$ cat src/rtl/mem_stage_nlane.sv
// rtl/mem_stage_nlane.sv - N-lane memory stage serialising dcache accesses in lane order
// Bundles without aligned memory ops pass straight through; others stall until every op completes.

module mem_stage_nlane #(
  parameter int LANES   = 2,
  parameter int DATA_W  = 32,
  parameter int RADDR_W = 5
) (
  input  logic                       clk,
  input  logic                       resetn,
  input  logic [LANES-1:0]           in_valid,
  input  logic [LANES-1:0]           in_read_ena,
  input  logic [LANES-1:0]           in_write_ena,
  input  logic [3*LANES-1:0]         in_mem_type,
  input  logic [DATA_W*LANES-1:0]    in_addr,
  input  logic [DATA_W*LANES-1:0]    in_write_data,
  input  logic [DATA_W*LANES-1:0]    in_result,
  input  logic [LANES-1:0]           in_write_reg_need,
  input  logic [RADDR_W*LANES-1:0]   in_write_reg_addr,
  output logic                       dc_req_valid,
  input  logic                       dc_req_ready,
  output logic                       dc_req_we,
  output logic [DATA_W-1:0]          dc_req_addr,
  output logic [3:0]                 dc_req_wstrb,
  output logic [DATA_W-1:0]          dc_req_wdata,
  input  logic                       dc_resp_valid,
  input  logic [DATA_W-1:0]          dc_resp_rdata,
  output logic [LANES-1:0]           cmt_valid,
  output logic [DATA_W*LANES-1:0]    cmt_result,
  output logic [LANES-1:0]           cmt_write_reg_need,
  output logic [RADDR_W*LANES-1:0]   cmt_write_reg_addr,
  output logic [LANES-1:0]           cmt_addr_error,
  output logic                       stall_from_memory
);

  localparam int IW = (LANES > 1) ? $clog2(LANES) : 1;

  typedef enum logic [1:0] {S_IDLE, S_REQ, S_WAIT, S_DONE} state_t;

  state_t            state_q, state_d;
  logic [IW-1:0]     idx_q, idx_d;
  logic [DATA_W-1:0] ld_buf_q [LANES];

  logic [LANES-1:0]  mis_op, pending, is_load, above;
  logic              any_pending, has_next, capture, show;
  logic [IW-1:0]     first_idx, next_idx;
  logic [2:0]        sel_type;
  logic [DATA_W-1:0] sel_addr, sel_data;
  logic              sel_we;

  always_comb begin : decode
    logic [2:0] lt;
    logic [1:0] la;
    logic       mis;
    logic       memop;
    lt = '0;
    la = '0;
    mis = 1'b0;
    memop = 1'b0;
    mis_op = '0;
    pending = '0;
    is_load = '0;
    for (int l = 0; l < LANES; l++) begin
      lt = in_mem_type[3*l +: 3];
      la = in_addr[DATA_W*l +: 2];
      mis = ((lt == 3'd2 || lt == 3'd3) && la[0]) || (lt >= 3'd4 && la != 2'b00);
      memop = in_valid[l] & (in_read_ena[l] | in_write_ena[l]);
      mis_op[l] = memop & mis;
      pending[l] = memop & ~mis;
      is_load[l] = memop & ~mis & ~in_write_ena[l];
    end
  end

  // Lowest pending lane overall and lowest pending lane strictly above idx.
  always_comb begin : pick
    above = '0;
    first_idx = '0;
    next_idx = '0;
    for (int l = 0; l < LANES; l++) begin
      above[l] = pending[l] && (l > int'(idx_q));
    end
    for (int l = LANES - 1; l >= 0; l--) begin
      if (pending[l]) first_idx = IW'(l);
      if (above[l]) next_idx = IW'(l);
    end
  end

  assign any_pending = |pending;
  assign has_next    = |above;

  assign sel_type = in_mem_type[3*idx_q +: 3];
  assign sel_addr = in_addr[DATA_W*idx_q +: DATA_W];
  assign sel_data = in_write_data[DATA_W*idx_q +: DATA_W];
  assign sel_we   = in_write_ena[idx_q];

  function automatic logic [DATA_W-1:0] extract(input logic [2:0] t, input logic [1:0] a,
                                                input logic [DATA_W-1:0] w);
    logic [7:0]  b;
    logic [15:0] h;
    b = w[{a, 3'b000} +: 8];
    h = w[{a[1], 4'b0000} +: 16];
    case (t)
      3'd0:    extract = {{(DATA_W-8){b[7]}}, b};
      3'd1:    extract = {{(DATA_W-8){1'b0}}, b};
      3'd2:    extract = {{(DATA_W-16){h[15]}}, h};
      3'd3:    extract = {{(DATA_W-16){1'b0}}, h};
      default: extract = w;
    endcase
  endfunction

  always_comb begin : fsm
    state_d = state_q;
    idx_d = idx_q;
    stall_from_memory = 1'b0;
    dc_req_valid = 1'b0;
    capture = 1'b0;
    case (state_q)
      S_IDLE: begin
        if (any_pending) begin
          stall_from_memory = 1'b1;
          idx_d = first_idx;
          state_d = S_REQ;
        end
      end
      S_REQ: begin
        stall_from_memory = 1'b1;
        dc_req_valid = 1'b1;
        if (dc_req_ready) begin
          if (!sel_we) begin
            state_d = S_WAIT;
          end else if (has_next) begin
            idx_d = next_idx;
          end else begin
            state_d = S_DONE;
          end
        end
      end
      S_WAIT: begin
        stall_from_memory = 1'b1;
        if (dc_resp_valid) begin
          capture = 1'b1;
          if (has_next) begin
            idx_d = next_idx;
            state_d = S_REQ;
          end else begin
            state_d = S_DONE;
          end
        end
      end
      S_DONE: state_d = S_IDLE;
      default: state_d = S_IDLE;
    endcase
  end

  // Request fields are forced to zero whenever no request is being presented.
  always_comb begin : req_fields
    dc_req_we = 1'b0;
    dc_req_addr = '0;
    dc_req_wstrb = '0;
    dc_req_wdata = '0;
    if (state_q == S_REQ) begin
      dc_req_we = sel_we;
      dc_req_addr = {sel_addr[DATA_W-1:2], 2'b00};
      if (sel_we) begin
        case (sel_type)
          3'd0, 3'd1: begin
            dc_req_wstrb = 4'b0001 << sel_addr[1:0];
            dc_req_wdata = {4{sel_data[7:0]}};
          end
          3'd2, 3'd3: begin
            dc_req_wstrb = 4'b0011 << {sel_addr[1], 1'b0};
            dc_req_wdata = {2{sel_data[15:0]}};
          end
          default: begin
            dc_req_wstrb = 4'hF;
            dc_req_wdata = sel_data;
          end
        endcase
      end
    end
  end

  always_ff @(posedge clk or negedge resetn) begin
    if (!resetn) begin
      state_q <= S_IDLE;
      idx_q <= '0;
      for (int l = 0; l < LANES; l++) ld_buf_q[l] <= '0;
    end else begin
      state_q <= state_d;
      idx_q <= idx_d;
      if (capture) ld_buf_q[idx_q] <= extract(sel_type, sel_addr[1:0], dc_resp_rdata);
    end
  end

  always_comb begin : commit
    show = (state_q == S_DONE) || (state_q == S_IDLE && !any_pending);
    cmt_valid = '0;
    cmt_result = '0;
    cmt_write_reg_need = '0;
    cmt_write_reg_addr = '0;
    cmt_addr_error = '0;
    for (int l = 0; l < LANES; l++) begin
      if (show && in_valid[l]) begin
        cmt_valid[l] = 1'b1;
        cmt_result[DATA_W*l +: DATA_W] = (state_q == S_DONE && is_load[l]) ? ld_buf_q[l]
                                                                          : in_result[DATA_W*l +: DATA_W];
        cmt_write_reg_need[l] = in_write_reg_need[l] & ~mis_op[l];
        cmt_write_reg_addr[RADDR_W*l +: RADDR_W] = in_write_reg_addr[RADDR_W*l +: RADDR_W];
        cmt_addr_error[l] = mis_op[l];
      end
    end
  end

endmodule

$ cat config.mk
export PLATFORM = sky130hd
export DESIGN_NAME = mem_stage_nlane
export DESIGN_NICKNAME = d
export VERILOG_FILES = /design/src/rtl/mem_stage_nlane.sv
export SDC_FILE = /design/constraint.sdc
export NUM_CORES = 1
export LEC_CHECK = 0
export CELL_PAD_IN_SITES_DETAIL_PLACEMENT = 2
export CELL_PAD_IN_SITES_GLOBAL_PLACEMENT = 2
export CORE_AREA = 4 4 156 158
export CTS_CLUSTER_DIAMETER = 60
export DETAILED_ROUTE_END_ITERATION = 10
export DIE_AREA = 0 0 160 162
export DONT_BUFFER_PORTS = 1
export PLACE_DENSITY_LB_ADDON = 0.1
export SLEW_MARGIN = 20
export SYNTH_ARGS = -nofsm -noshare
export SYNTH_HDL_FRONTEND = slang
export SYNTH_SLANG_ARGS = --single-unit
$ cat constraint.sdc
create_clock -name clk -period 3.21 [get_ports clk]
set_input_delay 0.321 -clock clk [delete_from_list [all_inputs] [get_ports clk]]
set_output_delay 0.321 -clock clk [all_outputs]
set_load 0.005 [all_outputs]
=== Word level (Yosys, flattened, before mapping) ===
Cells that the tools add are included.

* Mux-type cells: 47
* Shift operators: 7
* Reduce and logical (&&, ||, !) cells: 28
* Multiply operators: 1
* Magnitude comparators: 6
* Equality and inequality tests: 15
* Bitwise operators: 19

{| class="wikitable"
|+ Operators by type and width
! cell !! count
|-
| 32-bit two-way mux || 9
|-
| 32-bit one-hot mux with 4 select lines || 1
|-
| 64-bit by 7-bit variable part select with 32-bit output || 2
|-
| 64-bit bitwise mux || 1
|-
| 32-bit one-hot mux with 2 select lines || 1
|-
| 32-bit demux with 1-bit select || 1
|-
| 32-bit by 6-bit variable part select with 16-bit output || 1
|-
| 32-bit by 6-bit variable part select with 8-bit output || 1
|-
| 1-bit two-way mux || 20
|-
| 3-bit by 2-bit equality test with 1-bit output (second input constant) || 6
|-
| 2-bit two-way mux || 6
|-
| 1-bit logical AND || 11
|-
| 1-bit bitwise AND || 10
|-
| 5-bit two-way mux || 2
|-
| 4-bit two-way mux || 2
|-
| 2-bit != test (second input constant) || 4
|-
| 2-bit one-hot mux with 4 select lines || 1
|-
| 4-bit one-hot mux with 2 select lines || 1
|-
| 2-bit OR reduction || 4
|-
| 3-bit >= comparator (second input constant) || 2
|-
| 1-bit NOT || 6
|-
| 6-bit by 4-bit variable part select with 3-bit output || 1
|-
| 1-bit logical OR || 5
|-
| 5-bit AND reduction || 1
|-
| 21 further kinds || 24
|}

* Flip-flop bits (word level): 67
* Bits of input ports: 252
* Logic and storage cells: 127

=== Longest topological paths before layout ===
Gate-level depths: netlist (run 1).

* Depth after elaboration: 12
* Depth in mapped cells: 8
* Gate-level depth less buffers: 7

=== Worst setup path after synthesis (run 1) ===
Ideal clock, no wire load.

* Path kind: input to output
* Start: in in_mem_type[2]
* End: out cmt_result[10]
* Stages: 8
* Data arrival time: 1906 ps
* Required time: 2889 ps
* Path slack: 983 ps
* Cells stage by stage: clkbuf_1 -> a21o_1 -> a21o_1 -> or3b_2 -> clkbuf_1 -> buf_2 -> mux2i_1 -> nor2_1

* Longest elaborated chain between the ends: 12

{| class="wikitable"
|+ Ends and longest elaborated chain
! element !! line !! text
|-
| start: declaration || 14 || <nowiki>input logic [3*LANES-1:0] in_mem_type,</nowiki>
|-
| branches (longest 3 deep; another with 3-bit >= comparator) || n/a ||
|-
| 1-bit logical OR (*) || 66 || <nowiki>mis = ((lt == 3'd2 || lt == 3'd3) && la[0]) || (lt >= 3'd4 && la != 2'b00);</nowiki>
|-
| 1-bit NOT (*) || 69, 70 ||
|-
| 1-bit bitwise AND (*) || 69, 70 ||
|-
| 2-bit OR reduction || 88 || <nowiki>assign any_pending = |pending;</nowiki>
|-
| 1-bit logical NOT || 196 || <nowiki>show = (state_q == S_DONE) || (state_q == S_IDLE && !any_pending);</nowiki>
|-
| 1-bit logical AND || 196 ||
|-
| 1-bit logical OR || 196 ||
|-
| 1-bit logical AND || 203 || <nowiki>if (show && in_valid[l]) begin</nowiki>
|-
| 32-bit two-way mux (*) || 203 ||
|-
| end: declaration || 29 || <nowiki>output logic [DATA_W*LANES-1:0] cmt_result,</nowiki>
|}

Mark *: on every way between the ends.

=== Worst setup path after layout (run 1) ===
* Start: reg idx_q
* End: out dc_req_wdata[19]

* Longest elaborated chain between the ends: 7

{| class="wikitable"
|+ Ends and longest elaborated chain
! element !! line !! text
|-
| start: declaration || 41 || <nowiki>logic [IW-1:0] idx_q, idx_d;</nowiki>
|-
| start signal: assignment || 190 || <nowiki>idx_q <= idx_d;</nowiki>
|-
| 2-bit by 1-bit multiplier with 3-bit output || 91 || <nowiki>assign sel_type = in_mem_type[3*idx_q +: 3];</nowiki>
|-
| 6-bit by 4-bit variable part select with 3-bit output || 91 ||
|-
| 3-bit by 2-bit equality test with 1-bit output, or another cell as far along || 165 || <nowiki>case (sel_type)</nowiki>
|-
| 2-bit OR reduction || 165 ||
|-
| 32-bit one-hot mux with 2 select lines || 165 ||
|-
| 32-bit two-way mux (*) || 164 || <nowiki>if (sel_we) begin</nowiki>
|-
| 32-bit two-way mux (*) || 161 || <nowiki>if (state_q == S_REQ) begin</nowiki>
|-
| end: declaration || 25 || <nowiki>output logic [DATA_W-1:0] dc_req_wdata,</nowiki>
|}

Every way passes the cells marked *; elsewhere a longest branch is shown, timed or not. The select of a mux whose other input is x is not followed.

==> results of run 1 <==
## layer usage
layer	GRT usage, %	vias to the layer above	share of wire [%]
met5	0	-	0.023
met4	6.179	2	2.0
met3	6.978	24	6.8
met2	42.27	226	54
met1	24.71	2898	38
li1	-	2720	-
## logic make-up (layout without fill, tap and decap cells)
group           Yosys count  in the layout  share of synthesized area (%)
simple gates            353            353                          25.20
compound gates          192            192                          20.67
mux                     110            110                          19.22
buf+inv                  72             47                          5.384
flops                    67             67                          28.40
fa+ha+maj                 5              5                          1.060
other cells               1              5                        0.06353
## sequential cells by signal, summed over array words and instances (netlist names)
| signal | cells |
|---|---|
| ld_buf_q | 64 |
| state_q | 2 |
| idx_q | 1 |
## what timing repair did
item | 4_1_cts | 5_1_grt
buffers inserted | 0 | 0
endpoints found under the hold margin | 67 | 0
hold buffers | 2 | 0
## synth_stat cells (2+ instances only)
| master | n |
|---|---|
| or3b_2 | 2 |
| nor3_2 | 2 |
| o21bai_1 | 3 |
| o221ai_1 | 2 |
| a31oi_1 | 13 |
| nor3_1 | 4 |
| buf_1 | 4 |
| a21o_1 | 2 |
| a211oi_1 | 35 |
| mux2_2 | 13 |
| nand2_1 | 135 |
| buf_2 | 17 |
| or3_1 | 2 |
| dfrtp_1 | 67 |
| nor2b_1 | 7 |
| mux2i_1 | 95 |
| and2_1 | 19 |
| a21oi_1 | 74 |
| nor2_1 | 164 |
| o21ai_0 | 32 |
| o22a_1 | 3 |
| buf_6 | 2 |
| and3_1 | 3 |
| ha_1 | 5 |
| or2_2 | 4 |
| nand2b_1 | 4 |
| a221oi_1 | 14 |
| buf_4 | 3 |
| clkbuf_1 | 38 |
| a2111oi_0 | 2 |
| inv_1 | 7 |
| o31ai_4 | 2 |
## final cells by class
class | count | area share [%]
Multi-Input combinational cell | 662 | 60.40
Sequential cell | 67 | 25.81
Tap cell | 290 | 5.573
Clock buffer | 10 | 3.517
Timing Repair Buffer | 23 | 3.382
Clock inverter | 6 | 0.7494
Inverter | 8 | 0.4612
Antenna cell | 3 | 0.1153
## metrics by stage
| step | utilization, % | setup WS [ps] | power, mW |
|---|---|---|---|
| after CTS | 28.13 | 449.8 | 5.420 |
| final | 28.16 | 517.8 | 5.330 |
| after global routing | 28.16 | 313.1 | 5.795 |
| after floorplan | - | 982.8 | 3.518 |
| after detailed placement | 26.76 | 585.2 | 4.416 |
| after global placement | 26.76 | 641.8 | 4.291 |
## power groups by stage
stage | Clock (mW) | Combinational (mW) | Sequential, mW
global placement | 0 | 2.67 | 1.62
finish | 0.948 | 2.76 | 1.62
CTS | 0.976 | 2.81 | 1.63
floorplan | 0 | 2.06 | 1.46
detailed placement | 0 | 2.77 | 1.65
global route | 1.02 | 3.09 | 1.69
## worst max-delay path by stage
stage                                    end  slack, ps
floorplan                     cmt_result[10]        980
global placement    ld_buf_q[42]$_DFFE_PN0P_        640
detailed placement  ld_buf_q[41]$_DFFE_PN0P_        590
CTS                         dc_req_wdata[31]        450
global route                dc_req_wdata[24]        310
finish                      dc_req_wdata[19]        520
==> results.txt, run 1 <==
----------------------------------------------------
[Outcome]
  Result of the run ... complete, no violations

[Place]
  Placed Cells incl. Taps ... 1048
  IO Port Bufs ... 0
  DP Wirelength ... 24900 microns
  Last weighted congestion value of the routability-driven placer ... 0.8246
  Area post-placement ... 0.006188 sq mm

[Drt]
  Average vias per placed instance ... 5.491
  First-pass detailed-route iteration total ... 5
  Drt drc ... 0
  Iteration-0 DRC count of the detailed router ... 267
  Aggregate routed wire length ... 30560 microns
  Mean routed wirelength per cell ... 28.59 microns
  Via Count ... 5870
  Antenna Violating Nets Remaining ... 0

[Yosys]
  Total of flip-flops plus latches after synthesis ... 67
  Post-synth top area share ... 28.40%
  Sequential area share after synthesis ... 28.40%
  Async S/R FF share, synth ... 100.0%
  Number of warnings printed during yosys synthesis ... 0
  Count of flip-flops with a built-in enable after synthesis ... 0
  Cell types occupying the most area after synthesis ... dfrtp_1 28%, mux2i_1 16%, nor2_1 10%
  Number of standard cells after synthesis ... 800
  Netlist cell types ... 53
  Synth Cell Area ... 0.005903 sq mm
  Post-synth top area cell ... dfrtp_1
  Main synth FF type ... dfrtp_1
  Post-synthesis area per instance ... 7.379 sq um

[Die]
  Top Ports ... 403
  Initial Util ... 25.53%
  Core area ... 0.02312 sq mm
  Die Area ... 0.02592 sq mm
  Die X ... 160 microns
  Vertical die dimension ... 162 microns
  Site Rows ... 56

[Pwr]
  Psw ... 2.535 mW
  Clock network fraction of design power ... 17.8%
  Switch share ... 47.56%
  Worst supply voltage drop on vdd ... 0.0003445 V
  LEAKAGE ... 2.820 nW
  Share of power burned in registers ... 30.4%
  Total power per unit cell area ... 818.7 mW/mm^2
  Part of the total power dissipated in combinational logic ... 51.8%
  Internal power component ... 2.795 mW

[Clocking]
  TritonCTS clock tree ... done
  Clock root buffer master ... clkbuf_16
  Clk buf depth ... 2
  Count of H-tree levels built during CTS ... 3
  Count of cells resized by post-cts repair ... 0
  Clk slew on worst S/H paths ... 70 ps
  Clock buffer count from CTS ... 9
  CTS Sinks ... 67
  Latest clock arrival within the worst-skew pair ... 340 ps

[STA]
  Setup repair after global routing missed its margin ... no
  Period utilization ... 83.87%
  Setup violations, final ... 0
  Pins Over Slew Limit ... 0
  Setup_tns ... 0 ps
  Worst-Margin Slew ... 781.7 ps
  Number of hold-slack violations in the final timing report ... 0
  Final hold slack ... 130.9 ps
  Relative max-transition margin ... 47.88%
  Worst setup skew after layout ... 9.155 ps
  Tmin final ... 2692 ps
  Maximum clock rate ... 371.4 MHz

[Worst setup path]
  Largest stage delay on the critical path ... 790 ps
  Reg2reg start ... idx_q$_DFFE_PN0P_
  Stages on worst setup path ... 4
  Worst setup path startpoint ... idx_q$_DFFE_PN0P_
  Endpoint class of the critical path ... primary output
  Classification of the worst setup path ... reg2out
  Critical path data arrival time ... 2370 ps
  Critical path startpoint category ... flip-flop
  Sequence of cells on the critical path ... mux2_2 > nor2_1 > a211oi_1 > buf_4
  Setup slack of the most critical reg-to-reg path ... 590 ps
  Cell family with the largest share of critical-path delay ... multiplexers
  Buffering stage count on the worst path with inverters included ... 1
  Worst-path cell with the longest stage delay ... mux2_2
  FF-to-FF End ... ld_buf_q[41]$_DFFE_PN0P_
  Worst EP required ... 2890 ps
  Number of cell instances on the worst register-to-register path ... 5
  Maximum fanout along the worst path ... 40

[GRT]
  GRT Overall Usage ... 22.60%
  Vias in the first global route ... 6671
  Final global-route overflow total ... 0
  Maximum number of pins on one net before global-route repair ... 68
  Wire length of the first global-routing pass ... 44440 microns
  Initial antenna violation count ... 4

[Cells and area]
  FF/Latch Area ... 0.001680 sq mm
  Final instance count without filler cells ... 1069
  Commonest non-fill, non-tap cell in the layout ... nor2_1
  Multi-input logic area ... 0.003933 sq mm
  Area growth from synthesis to layout ... 10.30%
  Number of nets in the final layout ... 1028
  Fillers ... 2746
  Most used cells in the layout excluding fill and tap cells ... 163 x nor2_1, 135 x nand2_1, 94 x mux2i_1
  Final cell area excluding filler cells ... 0.006511 sq mm
  Share of post-route cells with drive strength above 1 ... 9.021%

[Min path]
  Worst hold stages ... 2
  Worst Min Path Start ... dc_resp_rdata[19]
  Endpoint, Worst Hold ... ld_buf_q[51]$_DFFE_PN0P_
  Classification of the worst-slack hold path ... in2reg

[Run]
  Count of maximum capacitance violations ... 0

----------------------------------------------------
No activity file was read; power rests on OpenSTA's default activity.
==> run 2: changes to the inputs <==
--- a/config.mk
+++ b/config.mk
@@ -7,10 +7,10 @@
 export LEC_CHECK = 0
 export CELL_PAD_IN_SITES_DETAIL_PLACEMENT = 2
 export CELL_PAD_IN_SITES_GLOBAL_PLACEMENT = 2
-export CORE_AREA = 4 4 156 158
+export CORE_AREA = 4 4 152 154
 export CTS_CLUSTER_DIAMETER = 60
 export DETAILED_ROUTE_END_ITERATION = 10
-export DIE_AREA = 0 0 160 162
+export DIE_AREA = 0 0 156 158
 export DONT_BUFFER_PORTS = 1
 export PLACE_DENSITY_LB_ADDON = 0.1
 export SLEW_MARGIN = 20
==> constraint.sdc (replaced) <==
create_clock -name clk -period 2.2 [get_ports clk]
set_input_delay 0.22 -clock clk [delete_from_list [all_inputs] [get_ports clk]]
set_output_delay 0.22 -clock clk [all_outputs]
set_load 0.005 [all_outputs]
==> run 2 against run 1 <==
Design area rose by 22%. Clock skew fell by 4.1 ps. First-iteration DRC count fell by 4.9%. Count of clock-buffer cells in the layout rose by 1. Non-clock buffer count rose by 72. Combinational power rose by 100%. Wire length rose by 6.7%. Flip-flop and latch count did not move. The run now ends with negative setup slack left.
==> results.txt, run 2 (synthesis results as in run 1) <==
----------------------------------------------------
[Drt]
  Antenna Violating Nets Remaining ... 0 (unchanged)
  Average vias per placed instance ... 5.624 (was 5.491)
  Iteration-0 DRC count of the detailed router ... 254 (was 267)
  Aggregate routed wire length ... 32600 microns (was 30560 microns)
  Via Count ... 6355 (was 5870)
  Mean routed wirelength per cell ... 28.85 microns (was 28.59 microns)
  Drt drc ... 0 (unchanged)
  First-pass detailed-route iteration total ... 5 (unchanged)

[Cells and area]
  Util after Layout ... 36.48% (was 28.16%)
  Share of post-route cells with drive strength above 1 ... 26.06% (was 9.021%)
  Final instance count without filler cells ... 1130 (was 1069)
  Commonest non-fill, non-tap cell in the layout ... nor2_1 (unchanged)
  Most flops, register ... ld_buf_q (unchanged)
  Most used cells in the layout excluding fill and tap cells ... 154 x nor2_1, 135 x nand2_1, 87 x mux2i_1 (was 163 x nor2_1, 135 x nand2_1, 94 x mux2i_1)
  Area growth from synthesis to layout ... 34.04% (was 10.30%)
  Final cell area excluding filler cells ... 0.007913 sq mm (was 0.006511 sq mm)
  Number of nets in the final layout ... 1101 (was 1028)
  Number of flip-flops in the largest register ... 64 (unchanged)
  Fillers ... 2433 (was 2746)
  Largest registers ranked by flip-flop count ... ld_buf_q x64, state_q x2, idx_q x1 (unchanged)

[Die]
  Die Area ... 0.02465 sq mm (was 0.02592 sq mm)
  Top Ports ... 403 (unchanged)
  Vertical die dimension ... 158 microns (was 162 microns)
  Site Rows ... 54 (was 56)
  Die X ... 156 microns (was 160 microns)
  Initial Util ... 27.22% (was 25.53%)
  Core area ... 0.02169 sq mm (was 0.02312 sq mm)

[Run]
  Count of maximum capacitance violations ... 0 (unchanged)

[STA]
  Maximum clock rate ... 450.2 MHz
  Min setup slack post-route ... -21.46 ps (was 517.8 ps)
  Setup violations, final ... 3 (was 0)
  Period utilization ... 101.0%
  Tmin final ... 2221 ps
  Worst setup skew after layout ... 5.059 ps (was 9.155 ps)
  Pins Over Slew Limit ... 0 (unchanged)
  Worst-Margin Slew ... 544.8 ps (was 781.7 ps)
  Number of hold-slack violations in the final timing report ... 0 (unchanged)
  Final hold slack ... 31.85 ps (was 130.9 ps)
  Relative max-transition margin ... 63.55% (was 47.88%)
  Setup repair after global routing missed its margin ... yes (was no)

[GRT]
  Final global-route overflow total ... 0 (unchanged)
  GRT Overall Usage ... 24.67% (was 22.60%)
  Vias in the first global route ... 6960 (was 6671)
  Wire length of the first global-routing pass ... 45840 microns (was 44440 microns)
  Maximum number of pins on one net before global-route repair ... 68 (unchanged)
  Initial antenna violation count ... 3 (was 4)

[Place]
  DP Wirelength ... 24510 microns (was 24900 microns)
  Placed Cells incl. Taps ... 1080 (was 1048)
  Last weighted congestion value of the routability-driven placer ... 0.8582 (was 0.8246)
  IO Port Bufs ... 0 (unchanged)
  Area post-placement ... 0.006599 sq mm (was 0.006188 sq mm)

[Clocking]
  Latest clock arrival within the worst-skew pair ... 340 ps (about the same)
  Clk buf depth ... 2 (unchanged)
  CTS Sinks ... 67 (unchanged)
  Count of H-tree levels built during CTS ... 3 (unchanged)
  TritonCTS clock tree ... done (unchanged)
  Clock root buffer master ... clkbuf_16 (unchanged)
  Clock buffer count from CTS ... 9 (unchanged)
  Clk slew on worst S/H paths ... 60 ps (was 70 ps)

[Pwr]
  Total power per unit cell area ... 1206 mW/mm^2 (was 818.7 mW/mm^2)
  LEAKAGE ... 3.430 nW (was 2.820 nW)
  Worst supply voltage drop on vdd ... 0.0005428 V (was 0.0003445 V)
  Tot Pwr ... 9.542 mW (was 5.330 mW)

[Min path]
  Classification of the worst-slack hold path ... in2reg (unchanged)
  Worst Min Path Start ... dc_resp_rdata[31] (was dc_resp_rdata[19])

[Worst setup path]
  Reg2reg start ... idx_q$_DFFE_PN0P_ (unchanged)
  Worst EP required ... 1980 ps (was 2890 ps)
  Largest stage delay on the critical path ... 470 ps (was 790 ps)
  Sequence of cells on the critical path ... buf_12 > buf_6 > nand2b_4 > o32a_4 > clkbuf_16 > buf_4 > a211oi_2 (was mux2_2 > nor2_1 > a211oi_1 > buf_4)
  Endpoint class of the critical path ... primary output (unchanged)
  Worst setup path startpoint ... idx_q$_DFFE_PN0P_ (unchanged)
  Maximum fanout along the worst path ... 8 (was 40)
  Critical path data arrival time ... 2000 ps (was 2370 ps)
  Critical path startpoint category ... flip-flop (unchanged)
  Classification of the worst setup path ... reg2out (unchanged)
  Worst-path cell with the longest stage delay ... dfrtp_4 (was mux2_2)

[Outcome]
  Result of the run ... complete, but fails checks (was complete, no violations)
  Violations in the final reports ... negative setup slack

----------------------------------------------------
-- run 2: cell count changes in the layout (fill, tap and decap cells not counted), moves of 5 or more --
cell and change:
buf_4 +45, a211oi_1 -31, a211oi_2 +26, a21oi_1 -13, a21oi_2 +12, buf_12 +10
nor2_2 +10, nor2_1 -9, buf_6 +7, mux2i_1 -7, a211oi_4 +5
-- run 2: path summary, 6_finish.rpt --
check                      slack [ps]                  endpoint  depth (start not counted)
min reg2reg                       490   ld_buf_q[6]$_DFFE_PN0P_                          2
max                               -20           dc_req_wdata[8]                          7
min in group asynchronous         420  ld_buf_q[22]$_DFFE_PN0P_                          2
max reg2reg                        40  ld_buf_q[12]$_DFFE_PN0P_                          6
min                                30  ld_buf_q[31]$_DFFE_PN0P_                          2
max in group asynchronous        1430   ld_buf_q[7]$_DFFE_PN0P_                          2
-- run 2: per-stage QoR --
stage               setup WS, ps  TNS, ps
floorplan                  121.8        0
global placement          -42.10   -166.9
detailed placement        -97.39    -1235
CTS                       -122.7    -1705
global route              -94.09    -2051
finish                    -21.46   -57.07
-- run 2: per-layer routing --
layer	vias up	GRT usage, %	share of wire [%]
met5	-	0	0
met2	247	44.61	52
met3	25	5.331	6.3
li1	2864	-	-
met4	0	4.335	1.1
met1	3219	30.50	41
-- run 2: worst max-delay path, delay by kind of cell (launching register included) --
kind / cells / cell delay (ps)
AOI/OAI and AO/OA: 2 / 540
buffers and inverters: 4 / 600
DFF: 1 / 470
and+or+nand+nor: 1 / 50
-- run 2: cell type report --
| cell class | count | area [sq um] | area share (%) |
|---|---|---|---|
| Multi-Input combinational cell | 663 | 4413 | 55.77 |
| Sequential cell | 67 | 1683 | 21.27 |
| Timing Repair Buffer | 95 | 1105 | 13.96 |
| Tap cell | 280 | 350.3 | 4.428 |
| Clock buffer | 11 | 252.7 | 3.194 |
| Clock inverter | 4 | 73.82 | 0.9330 |
| Inverter | 8 | 30.03 | 0.3795 |
| Antenna cell | 2 | 5.005 | 0.06325 |
-- run 2: timing repair --
item / 4_1_cts / 5_1_grt
gates cloned: 5 / 4
resized for setup: 63 / 53
pin swaps: 8 / 15
endpoints found under the setup margin: 129 / 132
hold buffers: 2 / 0
endpoints found under the hold margin: 67 / 0
setup buffers: 12 / 10
-- run 2: where the power goes --
part,internal [mW],switching [mW]
clock network,1.05,0.585
registers,1.87,0.438
logic,2.48,3.12
total,5.40,4.14
==> run 3: changes to the inputs <==
--- a/config.mk
+++ b/config.mk
@@ -13,6 +13,7 @@
 export DIE_AREA = 0 0 156 158
 export DONT_BUFFER_PORTS = 1
 export PLACE_DENSITY_LB_ADDON = 0.1
+export REMOVE_ABC_BUFFERS = 1
 export SLEW_MARGIN = 20
 export SYNTH_ARGS = -nofsm -noshare
 export SYNTH_HDL_FRONTEND = slang
==> run 3 against run 2 <==
The run still ends with negative setup slack left. Register-to-register slack worse by 100 ps. Core utilization up 0.21 points. Flip-flop and latch count unchanged. Final cell count up 0.18%. Combinational power up 2%. Global-route usage down 0.47 points. Critical endpoint is now dc_req_wdata[12]. Largest cell class unchanged.
==> results.txt, run 3 (synthesis results as in run 1) <==
----------------------------------------------------
[Pwr]
  Share of power burned in registers ... 24.2% (about the same)
  Total power per unit cell area ... 1188 mW/mm^2 (was 1206 mW/mm^2)
  Clock network fraction of design power ... 15.5% (was 17.1%)
  LEAKAGE ... 3.420 nW (was 3.430 nW)
  Worst supply voltage drop on vdd ... 0.0003962 V (was 0.0005428 V)
  Switch share ... 44.74% (was 43.42%)
  Internal power component ... 5.223 mW (was 5.399 mW)
  Part of the total power dissipated in combinational logic ... 60.3% (was 58.7%)
  Psw ... 4.229 mW (was 4.143 mW)

[Cells and area]
  Number of nets in the final layout ... 1102 (was 1101)
  Most flops, register ... ld_buf_q (unchanged)
  Share of post-route cells with drive strength above 1 ... 27.53% (was 26.06%)
  Area growth from synthesis to layout ... 34.82% (was 34.04%)
  Commonest non-fill, non-tap cell in the layout ... nor2_1 (unchanged)
  Most used cells in the layout excluding fill and tap cells ... 145 x nor2_1, 135 x nand2_1, 82 x mux2i_1 (was 154 x nor2_1, 135 x nand2_1, 87 x mux2i_1)
  Number of flip-flops in the largest register ... 64 (unchanged)
  Fillers ... 2435 (was 2433)
  Largest registers ranked by flip-flop count ... ld_buf_q x64, state_q x2, idx_q x1 (unchanged)

[GRT]
  Initial antenna violation count ... 2 (was 3)
  Vias in the first global route ... 6925 (was 6960)
  Wire length of the first global-routing pass ... 44940 microns (was 45840 microns)
  GRT Overall Usage ... 24.20% (was 24.67%)
  Maximum number of pins on one net before global-route repair ... 68 (unchanged)
  Final global-route overflow total ... 0 (unchanged)

[Worst setup path]
  Classification of the worst setup path ... reg2out (unchanged)
  Worst EP required ... 1980 ps (about the same)
  Critical path startpoint category ... flip-flop (unchanged)
  Maximum fanout along the worst path ... 8 (unchanged)
  Endpoint class of the critical path ... primary output (unchanged)
  Critical path data arrival time ... 2090 ps (was 2000 ps)

[STA]
  Setup_tns ... -1992 ps (was -57.07 ps)
  Pins Over Slew Limit ... 0 (unchanged)
  Setup repair after global routing missed its margin ... yes (unchanged)
  Setup violations, final ... 47 (was 3)
  Min setup slack post-route ... -113.5 ps (was -21.46 ps)
  Tmin final ... 2314 ps (was 2221 ps)
  Maximum clock rate ... 432.2 MHz (was 450.2 MHz)
  Period utilization ... 105.2% (was 101.0%)
  Worst-Margin Slew ... 482.5 ps (was 544.8 ps)
  Relative max-transition margin ... 67.00% (was 63.55%)
  Number of hold-slack violations in the final timing report ... 0 (unchanged)
  Worst setup skew after layout ... 6.137 ps (was 5.059 ps)

[Drt]
  Aggregate routed wire length ... 32040 microns (was 32600 microns)
  Iteration-0 DRC count of the detailed router ... 233 (was 254)
  Antenna Violating Nets Remaining ... 0 (unchanged)
  First-pass detailed-route iteration total ... 4 (was 5)
  Via Count ... 6294 (was 6355)
  Average vias per placed instance ... 5.560 (was 5.624)
  Mean routed wirelength per cell ... 28.30 microns (was 28.85 microns)
  Drt drc ... 0 (unchanged)

[Die]
  Initial Util ... 27.22% (unchanged)
  Core area ... 0.02169 sq mm (unchanged)
  Die X ... 156 microns (unchanged)
  Top Ports ... 403 (unchanged)
  Site Rows ... 54 (unchanged)
  Vertical die dimension ... 158 microns (unchanged)
  Die Area ... 0.02465 sq mm (unchanged)

[Place]
  Placement-stage worst setup slack ... 43.44 ps (was -97.39 ps)
  DP Wirelength ... 24100 microns (was 24510 microns)
  IO Port Bufs ... 0 (unchanged)
  Last weighted congestion value of the routability-driven placer ... 0.8830 (was 0.8582)

[Clocking]
  Clock root buffer master ... clkbuf_16 (unchanged)
  Clk slew on worst S/H paths ... 60 ps (about the same)
  Count of H-tree levels built during CTS ... 3 (unchanged)
  CTS Sinks ... 67 (unchanged)
  Latest clock arrival within the worst-skew pair ... 340 ps (about the same)
  TritonCTS clock tree ... done (unchanged)
  Clock buffer count from CTS ... 9 (unchanged)
  Clk buf depth ... 2 (unchanged)

[Outcome]
  Result of the run ... complete, but fails checks (unchanged)
  Violations in the final reports ... negative setup slack (unchanged)

[Run]
  Count of maximum capacitance violations ... 0 (unchanged)

[Min path]
  Classification of the worst-slack hold path ... in2reg (unchanged)

----------------------------------------------------
## run 3: cell types whose count changed in the layout (fill, tap and decap cells not counted), moves of 4 or more
cell | before | now
nor2_1 | 154 | 145
a221oi_2 | 0 | 4
mux2_2 | 10 | 6
o21ai_0 | 30 | 26
buf_6 | 7 | 11
o21ai_1 | 2 | 6
nor2_4 | 0 | 5
a221oi_1 | 14 | 10
nor2_2 | 10 | 14
mux2i_4 | 3 | 7
a21oi_1 | 61 | 65
mux2i_1 | 87 | 82
## run 3: path summary, 6_finish.rpt
path | start | to | slack (ps) | cells past startpoint
setup / recovery | idx_q$_DFFE_PN0P_ | dc_req_wdata[12] | -110 | 6
hold / removal | dc_resp_rdata[30] | ld_buf_q[62]$_DFFE_PN0P_ | 40 | 2
setup reg to reg | idx_q$_DFFE_PN0P_ | ld_buf_q[55]$_DFFE_PN0P_ | -60 | 7
hold reg to reg | ld_buf_q[0]$_DFFE_PN0P_ | ld_buf_q[0]$_DFFE_PN0P_ | 490 | 2
max in group asynchronous | resetn | idx_q$_DFFE_PN0P_ | 1440 | 2
min in group asynchronous | resetn | ld_buf_q[62]$_DFFE_PN0P_ | 420 | 2
## run 3: through the flow
stage,util [%],instance area (sq um),power (mW),std cells,hold WS (ps)
after floorplan,-,5619,5.061,737,-75.59
after global placement,30.70,6659,6.641,1088,-72.51
after detailed placement,30.70,6659,6.842,1088,-72.01
after CTS,34.78,7542,9.088,1123,25.08
after global routing,36.69,7956,10.12,1131,45.15
final,36.70,7959,9.452,1132,35.57
## run 3: power by group through the flow
stage               Combinational, mW  Sequential, mW  Clock [mW]
floorplan                        2.73            2.33           0
global placement                 4.34            2.30           0
detailed placement               4.51            2.33           0
CTS                              5.30            2.29        1.49
global route                     6.20            2.38        1.55
finish                           5.70            2.29        1.47
## run 3: final cells by class
type,instances,area [sq um],area share [%]
inverters,8,32.53,0.4087
diodes,2,5.005,0.06288
flip-flops and latches,67,1683,21.14
clock buffers,12,246.5,3.097
multi-input cells,662,4492,56.44
repair buffers,97,1100,13.82
clock inverters,4,50.05,0.6288
well taps,280,350.3,4.402
## run 3: critical path, cell delays in order (launching register included)
cell	delay [ps]
dfrtp_4	520
buf_4	170
buf_16	140
o32a_4	360
buf_12	160
a211oi_2	230
buf_4	160
## run 3: metal layers
layer  up-vias  wire length (microns)  track usage (%)
li1       2868                      -                -
met1      3177                  11690            26.05
met2       224                  17490            46.36
met3        23                   2444            7.408
met4         2                    403            5.294
met5         -                     13                0
## run 3: repair_timing
item	4_1_cts	5_1_grt
pin swaps	18	15
setup buffers	12	3
gates resized for setup	68	78
endpoints found under the hold margin	67	0
gates cloned	5	5
endpoints found under the setup margin	100	112
hold buffers	2	0
